===== config.mk =====
export PLATFORM = sky130hd
export DESIGN_NAME = red_pitaya_guitar_drive_ctrl
export DESIGN_NICKNAME = d
export VERILOG_FILES = /design/src/rtl/red_pitaya_guitar_drive_ctrl.sv
export SDC_FILE = /design/constraint.sdc
export NUM_CORES = 1
export LEC_CHECK = 0
export CORE_UTILIZATION = 40
export CTS_BUF_LIST = sky130_fd_sc_hd__clkbuf_8
export DETAILED_ROUTE_END_ITERATION = 10
export GPL_TIMING_DRIVEN = 1
export HOLD_SLACK_MARGIN = 0.15
export PLACE_DENSITY = 0.6
export SLEW_MARGIN = 20
export SYNTH_ARGS = -nofsm -noshare
export SYNTH_HDL_FRONTEND = slang
export SYNTH_SLANG_ARGS = --single-unit
export TNS_END_PERCENT = 5

===== constraint.sdc =====
create_clock -name clk_i -period 9.6 [get_ports clk_i]
set_clock_uncertainty 0.1 [all_clocks]
set_input_delay 1.92 -clock clk_i [delete_from_list [all_inputs] [get_ports clk_i]]
set_output_delay 1.92 -clock clk_i [all_outputs]
set_load 0.02 [all_outputs]

===== src/rtl/red_pitaya_guitar_drive_ctrl.sv =====
// Guitar drive sequencer: ramps the amplifier drive toward the (mute-gated) target once per sample strobe.
// Strobe-to-drive latency 1 cycle, config ack 1 cycle after write; writes are always accepted (no back-pressure).
module red_pitaya_guitar_drive_ctrl #(
  parameter int STEP_W = 15
) (
  input  logic              clk_i,
  input  logic              rst_i,
  input  logic              smp_stb_i,
  input  logic              cfg_we_i,
  input  logic [15:0]       cfg_drive_i,
  input  logic [STEP_W-1:0] cfg_step_i,
  output logic              cfg_ack_o,
  input  logic              mute_i,
  output logic [15:0]       drive_o,
  output logic              busy_o,
  output logic              done_o,
  output logic [1:0]        state_o
);

  typedef enum logic [1:0] {
    IDLE  = 2'd0,
    RAMP  = 2'd1,
    MUTED = 2'd2
  } state_t;

  state_t            state_q, state_nxt;
  logic [15:0]       drive_q, drive_nxt;
  logic [15:0]       target_q, target_nxt;
  logic [STEP_W-1:0] step_q, step_nxt;
  logic              busy_q, done_q, ack_q;

  logic [15:0] eff, eff_nxt, step16;
  logic [16:0] diff, mag;
  logic        upd, done_nxt;

  // Ramp arithmetic works on sign-extended 17-bit values so the distance never overflows.
  always_comb begin
    eff    = mute_i ? 16'd0 : target_q;
    step16 = {{(16-STEP_W){1'b0}}, step_q};
    diff   = {eff[15], eff} - {drive_q[15], drive_q};
    mag    = diff[16] ? (17'd0 - diff) : diff;
    upd    = smp_stb_i && (drive_q != eff);

    drive_nxt = drive_q;
    if (upd) begin
      if ((step_q == '0) || (mag <= {1'b0, step16}))
        drive_nxt = eff;
      else if (!diff[16])
        drive_nxt = drive_q + step16;
      else
        drive_nxt = drive_q - step16;
    end

    // A write coinciding with a strobe only affects later strobes.
    target_nxt = cfg_we_i ? cfg_drive_i : target_q;
    step_nxt   = cfg_we_i ? cfg_step_i  : step_q;
    eff_nxt    = mute_i ? 16'd0 : target_nxt;
    done_nxt   = upd && (drive_nxt == eff);
  end

  // State is decided from the post-edge drive and target so it lines up with drive_o.
  always_comb begin
    state_nxt = state_q;
    case (state_q)
      IDLE: begin
        if (drive_nxt != eff_nxt)
          state_nxt = RAMP;
        else if (mute_i)
          state_nxt = MUTED;
      end
      RAMP: begin
        if (drive_nxt == eff_nxt)
          state_nxt = mute_i ? MUTED : IDLE;
      end
      MUTED: begin
        if (!mute_i)
          state_nxt = (drive_nxt != eff_nxt) ? RAMP : IDLE;
      end
      default: state_nxt = IDLE;
    endcase
  end

  always_ff @(posedge clk_i or posedge rst_i) begin
    if (rst_i) begin
      state_q  <= IDLE;
      drive_q  <= '0;
      target_q <= '0;
      step_q   <= '0;
      busy_q   <= 1'b0;
      done_q   <= 1'b0;
      ack_q    <= 1'b0;
    end else begin
      state_q  <= state_nxt;
      drive_q  <= drive_nxt;
      target_q <= target_nxt;
      step_q   <= step_nxt;
      busy_q   <= (state_nxt == RAMP);
      done_q   <= done_nxt;
      ack_q    <= cfg_we_i;
    end
  end

  assign drive_o   = drive_q;
  assign state_o   = state_q;
  assign busy_o    = busy_q;
  assign done_o    = done_q;
  assign cfg_ack_o = ack_q;

endmodule


-- Word-level counts from Yosys, hierarchy flattened
Cells that the tools add are included.
- output and inout port bits: 21
- input bits: 36
- logic and storage cells: 38
- flip-flop bits (word level): 52
- $lt $le $gt $ge: 1
- multiplexer cells: 14
- eq/ne operators: 7
- $add $sub $neg: 4
- reductions and logical operators: 5
- operators by type and width (cell ; number):
    $mux 16 ; 6
    $eq 16x16->1 ; 2
    $ne 16x16->1 ; 2
    $le 17x15->1 ; 1
    $mux 17 ; 1
    $sub 1x17->17 const A ; 1
    $sub 16x16->17 ; 1
    $add 16x15->16 ; 1
    $sub 16x15->16 ; 1
    $logic_not 15->1 ; 1
    $mux 2 ; 5
    $pmux 2 s3 ; 1
    $eq 2x1->1 const B ; 2
    $eq 2x2->1 const B ; 1
    $logic_and 1x1->1 ; 2
    $logic_not 2->1 ; 1
    $logic_or 1x1->1 ; 1
    $mux 1 ; 1

-- Logic depth before layout (Yosys ltp)
Gate-level depths: netlist (run 1).
- word-level depth: 13
- depth in mapped cells: 31

-- Worst setup path after synthesis (run 1)
No wires, ideal clock.
- path kind: input port to flip-flop
- start: input mute_i
- end: register busy_q (netlist: busy_o)
- arrival time: 7.951 ns
- cell stages on the path: 29
- setup slack: 1.407 ns
- buffers on the path: 2
- path through: inv_1 -> clkbuf_1 -> nand2_1 -> ha_1 -> fa_1 -> nor2b_1 -> o211a_1 -> nor2_1 -> a311oi_2 -> nand4b_4 -> or3_1 -> or3_1 -> nand2_1 -> xnor2_1 -> ha_1 -> and4_1 -> o2111ai_1 -> a21o_1 -> a31oi_1 -> nor3_1 -> mux2_2 -> nand2b_1 -> buf_6 -> a211oi_1 -> nor4b_1 -> a2111oi_4 -> o311ai_2 -> nor4_4 -> a41oi_1
- cells in the longest elaborated chain, start to end: 13
- elaborated cells between the ends (all ways): 22
- ends and longest elaborated chain (item ; line ; RTL):
    from (decl) ; 13 ; input logic mute_i,
    $mux 16 ; 38 ; eff = mute_i ? 16'd0 : target_q;
    $sub 16x16->17 ; 40 ; diff = {eff[15], eff} - {drive_q[15], drive_q};
    $sub 1x17->17 ; 41 ; mag = diff[16] ? (17'd0 - diff) : diff;
    $mux 17 ; 41 ;
    $le 17x15->1 ; 46 ; if ((step_q == '0) || (mag <= {1'b0, step16}))
    $logic_or 1x1->1 ; 46 ;
    $mux 16 ; 46 ;
    $mux 16 ; 45 ; if (upd) begin
    $ne 16x16->1 ; 66, 77 ;
    $mux 1 ; 77 ; state_nxt = (drive_nxt != eff_nxt) ? RAMP : IDLE;
    $mux 2 ; 76 ; if (!mute_i)
    $pmux 2 s3 (*) ; 64 ; case (state_q)
    $eq 2x1->1 (*) ; 97 ; busy_q <= (state_nxt == RAMP);
    to (signal assigned) ; 97 ;
    to (decl) ; 30 ; logic busy_q, done_q, ack_q;
Every way passes the cells marked *; elsewhere a longest branch is shown, timed or not.
A chain may end at the register's enable or synchronous reset.

-- Worst setup path in the final report (run 1)
- start: input mute_i
- end: register state_q[1] (netlist: state_o[1])
- cells in the longest elaborated chain, start to end: 11
- elaborated cells between the ends (all ways): 20
- ends and longest elaborated chain (item ; line ; RTL):
    $mux 16 (*) ; 38 ;
    $sub 16x16->17 ; 40 ;
    $sub 1x17->17 ; 41 ;
    $mux 17 ; 41 ;
    $le 17x15->1 ; 46 ;
    $logic_or 1x1->1 ; 46 ;
    $mux 16 ; 46 ;
    $mux 16 (*) ; 45 ;
    via drive_nxt[14] ; 27 ; logic [15:0] drive_q, drive_nxt;
    $eq 16x16->1 / $ne 16x16->1 (equally long branches) ; 72, 66 ;
    $mux 2, on equally long branches ; 72, 66 ;
    $pmux 2 s3 (*) ; 64 ;
    via state_nxt[1] ; 26 ; state_t state_q, state_nxt;
    to (signal assigned) ; 93 ; state_q <= state_nxt;
    to (decl) ; 26 ;
Mark *: on every way through the listed nets, which the timed path passes. The rest lies on a longest branch.

==> impl_metrics.tcl, run 1 <==
set metrics [dict create \
    violations "DRC" \
    synth.avg_cell_area_um2 8.275 \
    ios 57 \
    grt_pass1_vias 5630 \
    syn_nets 821 \
    seq_area_frac_synth_pct 21.39 \
    regArea_um2 1301 \
    r2r_slack_ps 2340 \
    fin_cells 966 \
    grt_overflow 0 \
    slew_headroom_pct 40.35 \
    synth.distinct_cells 99 \
    antenna_left 0 \
    cts_buffer_depth 2 \
    drt_iter0_markers 524 \
    cts_buffers 5 \
    synth_top_family_by_area "compound AO/OA/AOI/OAI gates" \
    syn_inst 735 \
    path_buf_inv 2 \
    cts_root_buffer "clkbuf_8" \
    clock_latency_ps 330 \
    synth_ff_type "dfrtp_1" \
    crit_required_ps 9730 \
    tightestPinTransition_ps 894.8 \
    cts_resized 0 \
    die_h_um 125.3 \
    synth_common_cells "64 x nand2_1, 59 x inv_1, 54 x xnor2_1" \
    synth_edf_count 0 \
    fin_hold_ws_ps 475.2 \
    yosysTopAreaCell "dfrtp_1" \
    synth_top_area_share_pct 21.39 \
    cp_top_family "compound AO/OA/AOI/OAI gates" \
    hold_path_class "reg -> reg" \
    synth_mux_area_share_pct 4.032 \
    htreeDepth 2 \
    synth_xor_xnor_area_share_pct 10.20 \
    grt_use_total_pct 26.01 \
    viasPerCell 6.081 \
    dp.cells 958 \
    finalSetupViolations 0 \
    crit_path_start_kind "input port" \
    maxCapViolCount 0 \
    fin_util_pct 47.03 \
    multi_input_area_um2 4443 \
    grtUsageMet2_pct 40.16 \
    clk_pin_slew_ps 120 \
    min_period_ps 9070 \
    die_area_um2 15700 \
    grt_pass1_wl_um 31530 \
    crit_path_max_incr_delay_ps 550 \
    hold_viol_final 0 \
    drive_above_1_share_pct 9.591 \
    drt_pass1_iterations 9 \
    gp_congestion 0.9626 \
    routedWlPerCell_um 20.84 \
    arrival_ps 9200 \
    nFillCells 1429 \
    die_w_um 125.3 \
    hold_buffers 0 \
    use_met1_pct 36.04 \
    synthSimpleGateAreaFrac_pct 20.61 \
    synthMostInstantiatedCell "nand2_1" \
    ys_seq_elements 52 \
    end_kind "flip-flop" \
    status "complete, but fails checks" \
    core_area_um2 14700 \
    synthAdderAreaFrac_pct 10.53 \
    drc 6 \
    io_buffer_count 56 \
    synth_compound_area_share_pct 27.55 \
    fin_setup_tns_ps 0 \
    grt.busiest_layer "met2" \
    cp_max_fo 8 \
    grt_start_max_net_pins 53 \
    rows 44 \
    slowest_stage "or3_1" \
    start_util_pct 41.38 \
    async_flop_share_pct 100.0 \
    totalWireLength_um 20130 \
    synth-warning-count 0 \
    cts_tree "yes" \
    criticalPathCategory "in -> reg" \
    rsz0062_at_grt "false" \
    clock-sinks 52 \
    use_met3_pct 3.851 \
    synth_area_leaders "dfrtp_1 21%, ha_1 9.9%, xnor2_1 7.8%, nand2_1 3.9%, inv_1 3.6%" \
    diodes 0 \
    fmax_mhz 110.3 \
    hpwl_um 16430 \
    antenna_found_initial 0 \
    syn2layout_area_growth_pct 13.66 \
    fin_nets 867 \
    syn_area_um2 6082 \
    timing.final.crit_share_pct 94.48 \
    dr_total_vias 5874 \
    report.final.slew_viol_count 0 \
    cts_setup_buffers 0 \
]
## worst reg2reg max path, cell delays in order (launching register included)
cell and delay (ps):
dfrtp_1 450, nand2_1 150, ha_1 250, fa_1 430, nor2b_1 240, o211a_1 210, nor2_1 70, a311oi_2 450
nand4b_4 200, or3_1 550, or3_1 370, nand2_1 90, xnor2_1 70, ha_1 320, and4_1 260, o2111ai_1 130
a21o_1 160, a31oi_1 360, nor3_1 80, mux2_2 310, nand2b_1 330, o21a_2 380, a221oi_4 370, nor2_1 120
o311ai_2 400, nor4_4 80, a41o_1 240
## final timing paths
kind / startpoint / to / depth (start not counted)
max: mute_i / state_o[1]$_DFF_PP0_ / 28
min: target_q[13]$_DFF_PP0_ / target_q[13]$_DFF_PP0_ / 1
max reg2reg: target_q[0]$_DFF_PP0_ / state_o[1]$_DFF_PP0_ / 26
min reg2reg: target_q[13]$_DFF_PP0_ / target_q[13]$_DFF_PP0_ / 1
max in group asynchronous: rst_i / drive_o[1]$_DFF_PP0_ / 3
min in group asynchronous: rst_i / step_q[9]$_DFFE_PP0P_ / 3
## stage by stage
step	instance area, um^2	setup slack, ps
after floorplan	6082	1407
after global placement	6815	410.7
after detailed placement	6815	258.0
after CTS	6913	601.9
after global routing	6913	133.6
final	6913	530.4
## cells by family after synthesis
| group | Yosys count |
|---|---|
| xor+xnor | 70 |
| flops | 52 |
| fa+ha+maj | 50 |
| simple gates | 232 |
| compound gates | 223 |
| buf+inv | 85 |
| mux | 23 |
## flip-flops by register name (all words and copies together), names as in the netlist
name       cells
step_q        15
target_q      16
state_o        2
cfg_ack_o      1
busy_o         1
done_o         1
drive_o       16
## routing by layer
layer,vias to the layer above,part of all wire (%),routed length (um)
met5,-,0,0
met4,0,4.1,818
met3,42,6.2,1245
met2,226,44,8809
met1,2820,46,9262
li1,2786,-,-
## layout by cell type, fill, tap and decap left out, drive strengths merged, types with 13 or more instances in the layout
| cell | count |
|---|---|
| a21o | 14 |
| a21oi | 49 |
| a31oi | 13 |
| clkdlybuf4s50 | 55 |
| dfrtp | 52 |
| ha | 48 |
| inv | 62 |
| nand2 | 64 |
| nand3 | 15 |
| nor2 | 48 |
| nor2b | 15 |
| nor3 | 22 |
| o21ai | 54 |
| xnor2 | 55 |
| xor2 | 15 |
## area by class of cell
cell class / count / share of cell area (%)
well taps: 184 / 3.330
flip-flops and latches: 52 / 18.82
multi-input cells: 598 / 64.27
clock inverters: 3 / 0.4163
repair buffers: 64 / 8.905
inverters: 60 / 3.258
clock buffers: 5 / 0.9955
Power of run 1 is left out: the tool's default activity adds up to more than one toggle a clock period on the data nets, which glitch-free logic cannot reach.
==> run 2: changes to the inputs <==
Settings changed: CELL_PAD_IN_SITES_DETAIL_PLACEMENT set to 1, CELL_PAD_IN_SITES_GLOBAL_PLACEMENT set to 2, CORE_UTILIZATION 40 to 39, PLACE_DENSITY 0.6 to 0.89.
==> impl_metrics.tcl, run 2 (synthesis gave the netlist of run 1 again) <==
set metrics [dict create \
    status "complete, no violations" \
    grt_pass1_vias 6224 \
    maxCapViolCount 0 \
    fin_setup_tns_ps 0 \
    holdPathStages 1 \
    cts_buffers 5 \
    dr_total_vias 5961 \
    crit_required_ps 9720 \
    fin_nets 866 \
    cts_setup_buffers 0 \
    htreeDepth 2 \
    drive_above_1_share_pct 9.731 \
    cts_root_buffer "clkbuf_8" \
    clock-sinks 52 \
    finalSetupViolations 0 \
    drt_pass1_iterations 5 \
    hold_viol_final 0 \
    start_util_pct 40.01 \
    syn2layout_area_growth_pct 13.97 \
    holdPathEnd "target_q[5]$_DFF_PP0_" \
    slew_headroom_pct 37.81 \
    fin_area_um2 6932 \
    rows 45 \
    report.final.slew_viol_count 0 \
    antenna_found_initial 0 \
    tightestPinTransition_ps 932.8 \
    gp_congestion 0.9101 \
    clk_pin_slew_ps 120 \
    grt_start_max_net_pins 53 \
    hold_path_class "reg -> reg" \
    core_area_um2 15200 \
    die_h_um 126.9 \
    criticalPathCategory "in -> reg" \
    ios 57 \
    place_area_um2 6825 \
    io_buffer_count 56 \
    grt_pass1_wl_um 35450 \
    r2r_slack_ps 2150 \
    rr_worst_depth 26 \
    mostFrequentLayoutCell "nand2_1" \
    r2r-start "target_q[0]$_DFF_PP0_" \
    holdCritStartpoint "target_q[5]$_DFF_PP0_" \
    cts_buffer_depth 2 \
    mostFrequentLayoutCells "64 x nand2_1, 58 x inv_1, 55 x clkdlybuf4s50_1" \
    rsz0062_at_grt "false" \
    grt_use_total_pct 28.99 \
    min_period_ps 9241 \
    arrival_ps 9370 \
    grt_overflow 0 \
    diodes 0 \
    hpwl_um 18270 \
    cts_tree "yes" \
    routedWlPerCell_um 23.22 \
    drt_iter0_markers 320 \
    antenna_left 0 \
    cp_max_fo 23 \
    end_kind "flip-flop" \
    fmax_mhz 108.2 \
    crit_path_start_kind "input port" \
    rr_endpoint "busy_o$_DFF_PP0_" \
    hold_buffers 0 \
    die_area_um2 16100 \
    clock_latency_ps 350 \
    totalWireLength_um 22500 \
    timing.final.crit_share_pct 96.26 \
    viasPerCell 6.152 \
    drc 0 \
    die_w_um 126.9 \
]
-- run 2: per-stage QoR --
step                util (%)  hold WS, ps  std cells  setup WS (ps)
floorplan                  -        388.7        735           1407
global placement       44.90        424.5        961          314.1
detailed placement     44.90        448.5        961         -10.54
CTS                    45.54        472.3        969          388.0
global route           45.60        488.0        969          86.25
finish                 45.60        477.0        969          358.6
-- run 2: area by class of cell --
type	instances	area [um^2]
flip-flops and latches	52	1301
inverters	60	225.2
clock inverters	3	28.78
well taps	188	235.2
repair buffers	63	620.6
clock buffers	5	68.82
multi-input cells	598	4452
fillers	1840	8270
-- run 2: worst max-delay path by stage --
| stage | start | to | depth (start not counted) |
|---|---|---|---|
| 2_1_floorplan | mute_i | busy_o$_DFF_PP0_ | 29 |
| 3_3_place_gp | mute_i | state_o[1]$_DFF_PP0_ | 27 |
| 6_report | mute_i | busy_o$_DFF_PP0_ | 27 |
| 4_1_cts | mute_i | busy_o$_DFF_PP0_ | 27 |
| 5_1_grt | mute_i | busy_o$_DFF_PP0_ | 28 |
| 3_5_place_dp | mute_i | busy_o$_DFF_PP0_ | 27 |
-- run 2: repair_timing --
item                                    in CTS  in global routing
endpoints found under the hold margin        0                  0
endpoints found under the setup margin       0                  4
resized for setup                            0                  2
-- run 2: metal layers --
layer  vias to the layer above  GRT usage [%]  share of wire, %
li1                       2782              -                 -
met1                      2993          37.71                45
met2                       146          48.84                48
met3                        40          4.218               4.2
met4                         0          10.36               3.3
met5                         -              0                 0
-- run 2: worst max-delay path: stages --
cell and delay (ps):
clkdlybuf4s50_1 420, buf_4 230, nor2b_1 460, ha_1 430, nand3_1 220, nor3_1 240, a2bb2oi_1 130, o311ai_2 390
nand4b_4 210, or3_1 550, or3_1 380, nand2_1 90, xnor2_1 80, ha_1 320, and4_1 270, o2111ai_1 160
a21o_1 200, a31oi_2 250, nor3_1 70, mux2_2 300, nand2b_1 330, a211oi_1 500, nor4b_1 160, a2111oi_4 420
o311ai_2 200, nor4_4 230, a41oi_1 170
Power of run 2 is left out for the same reason.
==> run 3: changes to the inputs <==
Settings changed: CORE_MARGIN set to 2.
==> impl_metrics.tcl, run 3 (synthesis gave the netlist of run 1 again) <==
set metrics [dict create \
    arrival_ps 9240 \
    hpwl_um 18440 \
    die_w_um 128.9 \
    maxCapViolCount 0 \
    top_layer_used "met4" \
    fin_hold_ws_ps 462.2 \
    grt_pass1_wl_um 35780 \
    finalSetupViolations 0 \
    crit_required_ps 9760 \
    wl_met1_um 10340 \
    slew_headroom_pct 34.65 \
    antenna_left 0 \
    rows 45 \
    dr_total_vias 6013 \
    io_buffer_count 56 \
    cts_tree "yes" \
    mostFrequentLayoutCells "64 x nand2_1, 58 x inv_1, 55 x clkdlybuf4s50_1" \
    grt_use_total_pct 28.38 \
    hold_buffers 0 \
    grt_overflow 0 \
    cts_buffer_depth 2 \
    route.met2.wl_um 10950 \
    viasPerCell 6.186 \
    timing.final.crit_share_pct 94.54 \
    fin_area_um2 6957 \
    clock_latency_ps 360 \
    fmax_mhz 110.2 \
    end_kind "flip-flop" \
    fin_setup_tns_ps 0 \
    antenna_found_initial 0 \
    drive_above_1_share_pct 10.08 \
    drt_pass1_iterations 5 \
    criticalPathCategory "in -> reg" \
    nFillCells 1822 \
    totalWireLength_um 23030 \
    drc 0 \
    cts_buffers 5 \
    htreeDepth 2 \
    drt_iter0_markers 417 \
    rsz0062_at_grt "false" \
    min_period_ps 9076 \
    fin_nets 869 \
    ios 57 \
    cts_root_buffer "clkbuf_8" \
    tightestPinTransition_ps 980.2 \
    gp_congestion 0.9652 \
    mostFrequentLayoutCell "nand2_1" \
    hold_viol_final 0 \
    grt_start_max_net_pins 53 \
    status "complete, no violations" \
    die_h_um 128.9 \
    start_util_pct 40.01 \
    clock-sinks 52 \
    clk_pin_slew_ps 120 \
    die_area_um2 16610 \
    report.final.slew_viol_count 0 \
    place_area_um2 6805 \
    cp_max_fo 17 \
    grt_pass1_vias 6206 \
    syn2layout_area_growth_pct 14.38 \
    crit_path_start_kind "input port" \
    met3_length_um 1117 \
    core_area_um2 15200 \
    diodes 0 \
    hold_path_class "reg -> reg" \
    routedWlPerCell_um 23.69 \
]
-- run 3: path summary, 6_finish.rpt --
check	from	to	slack (ps)	depth (start not counted)
setup reg to reg	target_q[0]$_DFF_PP0_	state_o[1]$_DFF_PP0_	2250	26
hold / removal	target_q[8]$_DFF_PP0_	target_q[8]$_DFF_PP0_	460	1
min in group asynchronous	rst_i	target_q[5]$_DFF_PP0_	1970	3
setup / recovery	mute_i	state_o[1]$_DFF_PP0_	520	28
max in group asynchronous	rst_i	step_q[3]$_DFFE_PP0P_	6940	3
hold reg to reg	target_q[8]$_DFF_PP0_	target_q[8]$_DFF_PP0_	460	1
-- run 3: final cells by class --
class | count | area (um^2) | area share, %
Tap cell | 188 | 235.2 | 3.381
Timing Repair Buffer | 66 | 643.1 | 9.245
Multi-Input combinational cell | 598 | 4454 | 64.03
Sequential cell | 52 | 1301 | 18.71
Clock inverter | 3 | 28.78 | 0.4137
Clock buffer | 5 | 68.82 | 0.9892
Inverter | 60 | 225.2 | 3.237
-- run 3: stage by stage --
| stage | utilization [%] | instances | worst slack (ps) |
|---|---|---|---|
| final | 45.76 | 972 | 524.5 |
| after global routing | 45.76 | 972 | 19.79 |
| after CTS | 45.41 | 968 | 544.7 |
| after detailed placement | 44.77 | 960 | 198.2 |
| after global placement | 44.77 | 960 | 450.5 |
| after floorplan | - | 735 | 1407 |
-- run 3: layer usage --
metal,up-vias,global-route usage (%)
met5,-,0
met3,38,4.200
met1,2998,37.98
met2,178,47.53
li1,2799,-
met4,0,8.440
-- run 3: critical path, stage by stage --
cell             delay, ps
clkdlybuf4s50_1        430
inv_1                  170
buf_4                  280
nand2_1                140
fa_1                   480
nor2b_1                250
o211a_1                210
nor2_1                  80
a311oi_2               460
nand4b_4               220
or3_1                  550
or3_1                  380
nand2_1                 90
xnor2_1                 70
ha_1                   320
and4_1                 260
o2111ai_1              150
a21o_1                 190
a31oi_2                230
a21oi_1                 60
mux2_2                 310
nand2b_1               350
o21a_2                 400
a221oi_4               410
nor2_1                 140
o311ai_2               380
nor4_4                  70
a41o_1                 230
-- run 3: what timing repair did --
action                     in CTS  in global routing
resized for setup               0                  2
setup endpoints to repair       0                  4
setup buffers                   0                  4
Power of run 3 is left out for the same reason.
